## config.mk

```make
export PLATFORM = sky130hd
export DESIGN_NAME = shapool_control
export DESIGN_NICKNAME = d
export VERILOG_FILES = /design/src/rtl/shapool_pkg.sv /design/src/rtl/shapool_control_nonce_counter.sv /design/src/rtl/shapool_control.sv
export SDC_FILE = /design/constraint.sdc
export NUM_CORES = 1
export LEC_CHECK = 0
export CAP_MARGIN = 20
export CORE_MARGIN = 5
export CORE_UTILIZATION = 55
export CTS_CLUSTER_SIZE = 8
export DETAILED_ROUTE_END_ITERATION = 12
export DONT_BUFFER_PORTS = 1
export GPL_ROUTABILITY_DRIVEN = 1
export GPL_TIMING_DRIVEN = 0
export MAX_ROUTING_LAYER = met4
export PLACE_DENSITY_LB_ADDON = 0.08
export SYNTH_ARGS = -nofsm -noshare
export SYNTH_HDL_FRONTEND = slang
export SYNTH_SLANG_ARGS = --single-unit
```

## constraint.sdc

```tcl
create_clock -name clk -period 1.79 [get_ports clk]
set_input_delay 0.358 -clock clk [delete_from_list [all_inputs] [get_ports clk]]
set_output_delay 0.358 -clock clk [all_outputs]
set_load 0.03 [all_outputs]
```

## src/rtl/shapool_pkg.sv

```systemverilog
// Shared definitions for the hashing-pool sequencer: state encoding,
// default geometry and elaboration-time helpers.
package shapool_pkg;

  localparam int POOL_SIZE_DEFAULT           = 8;
  localparam int NONCE_WIDTH_DEFAULT         = 32;
  localparam int DEVICE_CONFIG_WIDTH_DEFAULT = 8;

  typedef enum logic [2:0] {
    ST_IDLE      = 3'd0,
    ST_ISSUE     = 3'd1,
    ST_WAIT      = 3'd2,
    ST_FOUND     = 3'd3,
    ST_EXHAUSTED = 3'd4
  } state_t;

  // True when v is a non-zero power of two.
  function automatic bit is_pow2(input longint unsigned v);
    return (v != 64'd0) && ((v & (v - 64'd1)) == 64'd0);
  endfunction

endpackage

```

## src/rtl/shapool_control_nonce_counter.sv

```systemverilog
// Nonce generator: holds the captured device prefix and the batch counter,
// steps by POOL_SIZE and flags the last batch of the partition.
module nonce_counter
  import shapool_pkg::*;
#(
  parameter int POOL_SIZE           = POOL_SIZE_DEFAULT,
  parameter int NONCE_WIDTH         = NONCE_WIDTH_DEFAULT,
  parameter int DEVICE_CONFIG_WIDTH = DEVICE_CONFIG_WIDTH_DEFAULT
) (
  input  logic                           clk,
  input  logic                           reset_n,
  input  logic                           i_clear,
  input  logic                           i_load,
  input  logic                           i_step,
  input  logic [DEVICE_CONFIG_WIDTH-1:0] i_prefix,
  output logic [NONCE_WIDTH-1:0]         o_nonce,
  output logic                           o_last
);

  localparam int CTR_WIDTH = NONCE_WIDTH - DEVICE_CONFIG_WIDTH;
  // Step size truncated to the counter width; when POOL_SIZE == 2^CTR_WIDTH
  // it wraps to zero, but then the first batch is also the last one.
  localparam logic [CTR_WIDTH-1:0] STEP     = CTR_WIDTH'(POOL_SIZE);
  // Last base counter value: all ones above the pool-index bits.
  localparam logic [CTR_WIDTH-1:0] LAST_CTR = ~(STEP - CTR_WIDTH'(1'b1));

  logic [CTR_WIDTH-1:0]           r_ctr;
  logic [DEVICE_CONFIG_WIDTH-1:0] r_prefix;

  // Counter/prefix registers: clear on job reset, load at job start, step per batch.
  always_ff @(posedge clk or negedge reset_n) begin
    if (!reset_n) begin
      r_ctr    <= {CTR_WIDTH{1'b0}};
      r_prefix <= {DEVICE_CONFIG_WIDTH{1'b0}};
    end else if (i_clear) begin
      r_ctr    <= {CTR_WIDTH{1'b0}};
      r_prefix <= {DEVICE_CONFIG_WIDTH{1'b0}};
    end else if (i_load) begin
      r_ctr    <= {CTR_WIDTH{1'b0}};
      r_prefix <= i_prefix;
    end else if (i_step) begin
      r_ctr    <= r_ctr + STEP;
    end else begin
      r_ctr    <= r_ctr;
      r_prefix <= r_prefix;
    end
  end

  assign o_nonce = {r_prefix, r_ctr};
  assign o_last  = (r_ctr == LAST_CTR);

endmodule

```

## src/rtl/shapool_control.sv

```systemverilog
// Sequencer between external_io and the hashing pool: issues nonce batches
// across the device partition, latches the first match or flags exhaustion.
module shapool_control
  import shapool_pkg::*;
#(
  parameter int POOL_SIZE           = POOL_SIZE_DEFAULT,
  parameter int NONCE_WIDTH         = NONCE_WIDTH_DEFAULT,
  parameter int DEVICE_CONFIG_WIDTH = DEVICE_CONFIG_WIDTH_DEFAULT
) (
  input  logic                           clk,
  input  logic                           reset_n,
  input  logic                           core_reset_n,
  input  logic [DEVICE_CONFIG_WIDTH-1:0] device_config,
  output logic                           pool_start,
  output logic [NONCE_WIDTH-1:0]         pool_nonce,
  input  logic                           pool_done,
  input  logic [POOL_SIZE-1:0]           pool_match,
  output logic                           shapool_success,
  output logic [NONCE_WIDTH-1:0]         shapool_result,
  output logic [POOL_SIZE-1:0]           shapool_match_flags,
  output logic                           exhausted,
  output logic                           busy
);

  localparam int CTR_WIDTH = NONCE_WIDTH - DEVICE_CONFIG_WIDTH;

  if (!is_pow2(64'(POOL_SIZE))) begin : g_bad_pool_pow2
    $error("POOL_SIZE must be a power of two");
  end
  if ((CTR_WIDTH < 1) || (CTR_WIDTH > 62) ||
      (64'(POOL_SIZE) > (64'd1 << CTR_WIDTH))) begin : g_bad_pool_fit
    $error("POOL_SIZE must not exceed the nonce counter range");
  end

  state_t                 r_state;
  logic                   r_pool_start;
  logic                   r_success;
  logic                   r_exhausted;
  logic                   r_busy;
  logic [NONCE_WIDTH-1:0] r_result;
  logic [POOL_SIZE-1:0]   r_flags;

  logic                   w_load;
  logic                   w_step;
  logic                   w_last;
  logic                   w_any_match;
  logic [NONCE_WIDTH-1:0] w_nonce;

  assign w_any_match = |pool_match;
  assign w_load      = (r_state == ST_IDLE);
  assign w_step      = (r_state == ST_WAIT) && pool_done && !w_any_match && !w_last;

  nonce_counter #(
    .POOL_SIZE           (POOL_SIZE),
    .NONCE_WIDTH         (NONCE_WIDTH),
    .DEVICE_CONFIG_WIDTH (DEVICE_CONFIG_WIDTH)
  ) u_nonce_counter (
    .clk      (clk),
    .reset_n  (reset_n),
    .i_clear  (~core_reset_n),
    .i_load   (w_load),
    .i_step   (w_step),
    .i_prefix (device_config),
    .o_nonce  (w_nonce),
    .o_last   (w_last)
  );

  // Job sequencing FSM with registered handshake and result outputs.
  always_ff @(posedge clk or negedge reset_n) begin
    if (!reset_n) begin
      r_state      <= ST_IDLE;
      r_pool_start <= 1'b0;
      r_success    <= 1'b0;
      r_exhausted  <= 1'b0;
      r_busy       <= 1'b0;
      r_result     <= {NONCE_WIDTH{1'b0}};
      r_flags      <= {POOL_SIZE{1'b0}};
    end else if (!core_reset_n) begin
      r_state      <= ST_IDLE;
      r_pool_start <= 1'b0;
      r_success    <= 1'b0;
      r_exhausted  <= 1'b0;
      r_busy       <= 1'b0;
      r_result     <= {NONCE_WIDTH{1'b0}};
      r_flags      <= {POOL_SIZE{1'b0}};
    end else begin
      case (r_state)
        ST_IDLE: begin
          r_state      <= ST_ISSUE;
          r_pool_start <= 1'b1;
          r_busy       <= 1'b1;
        end
        ST_ISSUE: begin
          r_state      <= ST_WAIT;
          r_pool_start <= 1'b0;
        end
        ST_WAIT: begin
          if (pool_done) begin
            if (w_any_match) begin
              r_result  <= w_nonce;
              r_flags   <= pool_match;
              r_success <= 1'b1;
              r_busy    <= 1'b0;
              r_state   <= ST_FOUND;
            end else if (w_last) begin
              r_exhausted <= 1'b1;
              r_busy      <= 1'b0;
              r_state     <= ST_EXHAUSTED;
            end else begin
              r_pool_start <= 1'b1;
              r_state      <= ST_ISSUE;
            end
          end else begin
            r_state <= ST_WAIT;
          end
        end
        ST_FOUND, ST_EXHAUSTED: begin
          r_state <= r_state;
        end
        default: begin
          r_state      <= ST_IDLE;
          r_pool_start <= 1'b0;
          r_success    <= 1'b0;
          r_exhausted  <= 1'b0;
          r_busy       <= 1'b0;
          r_result     <= {NONCE_WIDTH{1'b0}};
          r_flags      <= {POOL_SIZE{1'b0}};
        end
      endcase
    end
  end

  assign pool_start          = r_pool_start;
  assign pool_nonce          = w_nonce;
  assign shapool_success     = r_success;
  assign shapool_result      = r_result;
  assign shapool_match_flags = r_flags;
  assign exhausted           = r_exhausted;
  assign busy                = r_busy;

endmodule

```

==> impl_metrics.csv <==
group,metric,value,unit
outcome,status,"finished, violations left",
outcome,violations,"negative hold slack, negative setup slack",
power,p_leak,1.63,nW
global_route,grt_pass1_vias,2440,
drt,wl_met2,3860,µm
synth,synth_top_area_cell,"dfrtp_1",
clock_tree,clk_latency,0.35,ns
clock_tree,path_clk_slew,0.08,ns
place,placedCellCount,363,
layout,nets,332,
floorplan,die_h,86.7,µm
power,peakVddDrop,0.535,mV
power,swShare,26.3,%
power,comb_power_share,6.2,%
clock_tree,root_buffer,"clkbuf_8",
timing,slew_headroom,59.0,%
drt,drt-met1-wl,3220,µm
drt,routed_wl,7820,µm
clock_tree,cts_num_sinks,74,
worst_setup_path,cp-end-kind,"flop",
drt,vias,2490,
timing,setup_slack,-0.192,ns
timing,hold_slack,-0.302,ns
worst_setup_path,worst-setup-path-type,"reg -> reg",
worst_setup_path,critPathMaxStageDelay,0.61,ns
synth,synth-main-ff-cell,"dfrtp_1",
synth,yosysWarningCount,0,
power,powerDensity,818,mW/mm²
drt,drt_iter0_markers,206,
clock_tree,numCtsBuffers,9,
synth,synth_area_leaders,"dfrtp_1 (57%), a22o_1 (12%), a21oi_1 (2.3%)",
place,portBuffers,0,
drt,drt-vias-per-instance,6.37,
synth,netlist.area_leader.share,57.3,%
drt,wl_per_cell,20.0,µm
power,power.switching,0.809,mW
run,drv_cap,0,
synth,synth_cell_types,41,
worst_setup_path,crit_family,"simple AND/OR/NAND/NOR gates",
synth,synth_edf_count,0,
drt,drc_errors,0,
place,dp_hpwl,5040,µm
floorplan,io_pins,96,
synth,async_flop_share,100,%
timing,tightest_slew,0.612,ns
drt,drtPass1Iterations,4,
worst_setup_path,worstPathMaxFanout,7,
timing,min_period_over_period,111,%
clock_tree,cts_tree,"built",
global_route,grt_pass1_wl,12100,µm
timing,grt_setup_unrepaired,"true",
worst_hold_path,min_path_type,"in -> async",
worst_setup_path,rrSetupSlack,-0.19,ns
drt,ant_nets,0,
floorplan,placementRows,28,
clock_tree,htreeDepth,3,
timing,hold_violations,74,
synth,syn_inst,286,
synth,synth-seq-cells,74,
global_route,grtUsageTotal,21.5,%
global_route,grt_max_degree,75,
floorplan,fp.coreArea,0.00582,mm²
global_route,globalRouteOverflowTotal,0,
power,p_seq_share,58.6,%
worst_setup_path,slowest_stage,"or4_4",
worst_setup_path,crit_required,2.02,ns
worst_setup_path,critPathBufInv,1,
timing,finalSetupViolCount,23,
layout,antenna_cells,0,
synth,synth.avg_cell_area,11.3,µm²
worst_setup_path,cp.arrival,2.21,ns
power,p_int,2.27,mW
timing,max_freq,0.504,GHz
floorplan,die_width,86.7,µm
timing,min_period,1.98,ns
worst_setup_path,startpoint_type,"flop",
drt,top_layer,"met4",
floorplan,initial_core_util,55.6,%
drt,met3_length,635,µm
layout,fin_cells,391,
synth,yosys-top-cells-count,"dfrtp_1 (74), a22o_1 (46), nand2_1 (17)",
worst_setup_path,critical_path.cell_chain,"nand4_1, or4_4, o21ai_4, buf_2, or3_1, a21oi_1",
layout,area_growth,16.5,%
synth,syn_area,0.00323,mm²
power,clockPowerShare,35.2,%
synth,yosysMostFrequentCell,"dfrtp_1",
layout,drive_gt1_share,28.5,%
timing,setup_tns,-3.16,ns
clock_tree,clk_path_buf_depth,2,
timing,drv_slew,0,
place,gp_congestion,0.875,
timing,fin_skew,0.0102,ns
synth,seq_area_frac_synth,57.3,%
floorplan,dieArea,0.00751,mm²
global_route,antenna_found_initial,0,
[power groups by stage]
stage          registers [mW]  clock network (mW)  logic (mW)
5_1_grt                  1.81                1.17       0.210
3_5_place_dp             1.84                   0       0.176
6_report                 1.80                1.08       0.192
3_3_place_gp             1.84                   0       0.173
2_1_floorplan            1.83                   0       0.135
4_1_cts                  1.80                1.11       0.185
[per-stage QoR]
stage | hold WS (ns) | utilization, % | total power [mW] | setup slack [ns] | instance area, µm²
2_1_floorplan | 0.0624 | - | 1.96 | -0.112 | 3290
3_3_place_gp | 0.0641 | 58.2 | 2.01 | -0.446 | 3380
3_5_place_dp | 0.0641 | 58.2 | 2.01 | -0.492 | 3380
4_1_cts | -0.310 | 63.1 | 3.10 | -0.215 | 3670
5_1_grt | -0.323 | 64.7 | 3.19 | -0.287 | 3760
6_report | -0.302 | 64.7 | 3.08 | -0.192 | 3760
[worst reg2reg max path: cells and delay by family, from the launching register on]
family          cells  cell delay [ns]
compound gates      2             0.24
flops               1             0.53
simple gates        3             0.91
buf+inv             1             0.19
[area by class of cell]
type                            instances  area (µm²)
Buffer                                 20         125
Sequential cell                        74        1880
Fill cell                             484        2050
Tap cell                               75        93.8
Clock buffer                           12         135
Timing Repair Buffer                   15         125
Inverter                                6        22.5
Multi-Input combinational cell        185        1360
Clock inverter                          4        20.0
[placed cells by master (no fill, tap or decap), types with 4 or more instances in the layout]
| cell type | instances |
|---|---|
| a21oi_1 | 15 |
| a22o_1 | 46 |
| buf_4 | 17 |
| buf_6 | 5 |
| clkbuf_1 | 8 |
| clkbuf_2 | 4 |
| clkbuf_8 | 9 |
| clkinv_2 | 4 |
| dfrtp_1 | 52 |
| dfrtp_2 | 22 |
| inv_1 | 6 |
| nand2_1 | 16 |
| nand3_1 | 6 |
| nand4_1 | 6 |
| nor2_1 | 10 |
| o211ai_1 | 5 |
| o21ai_0 | 7 |
| o21ai_1 | 4 |
| or3_1 | 10 |
| xor2_1 | 6 |
[per-layer routing]
layer	GRT usage (%)	vias up
met5	-	-
met4	8.64	0
met3	5.32	14
met2	33.6	98
met1	27.0	1262
li1	-	1116
[logic make-up (layout without fill, tap and decap cells)]
group	Yosys count	after routing	share of synthesized area [%]
AOI/OAI and AO/OA	94	94	22.0
xor gates and xnor gates	7	7	1.90
adders and majority gates	1	1	0.387
buffers and inverters	29	57	4.65
DFF	74	74	57.3
muxes	1	1	0.310
other	1	3	0.116
and+or+nand+nor	79	79	13.4
[state kept, by name (all words and copies together), names as in the netlist]
signal,count
shapool_result,30
u_nonce_counter.r_ctr,21
shapool_match_flags,8
u_nonce_counter.r_prefix,8
r_state,3
busy,1
exhausted,1
pool_start,1
shapool_success,1
[repair_timing]
action                                 4_1_cts  5_1_grt
setup buffers                                8        6
endpoints found under the hold margin       74       74
gates resized for setup                     18       23
setup endpoints to repair                   54       56
pin swaps                                   11       22
gates cloned                                 1        0
[path summary, 6_finish.rpt]
kind	startpoint	cells after the start	end
setup reg to reg	u_nonce_counter.r_ctr[19]	6	u_nonce_counter.r_ctr[20]
hold / removal	reset_n	0	u_nonce_counter.r_ctr[6]
hold reg to reg	r_state[2]	3	r_state[0]
setup / recovery	u_nonce_counter.r_ctr[19]	6	u_nonce_counter.r_ctr[20]
max in group asynchronous	reset_n	0	u_nonce_counter.r_ctr[22]
min in group clk	device_config[5]	1	u_nonce_counter.r_prefix[5]
Power figures use the tool's default switching activity.
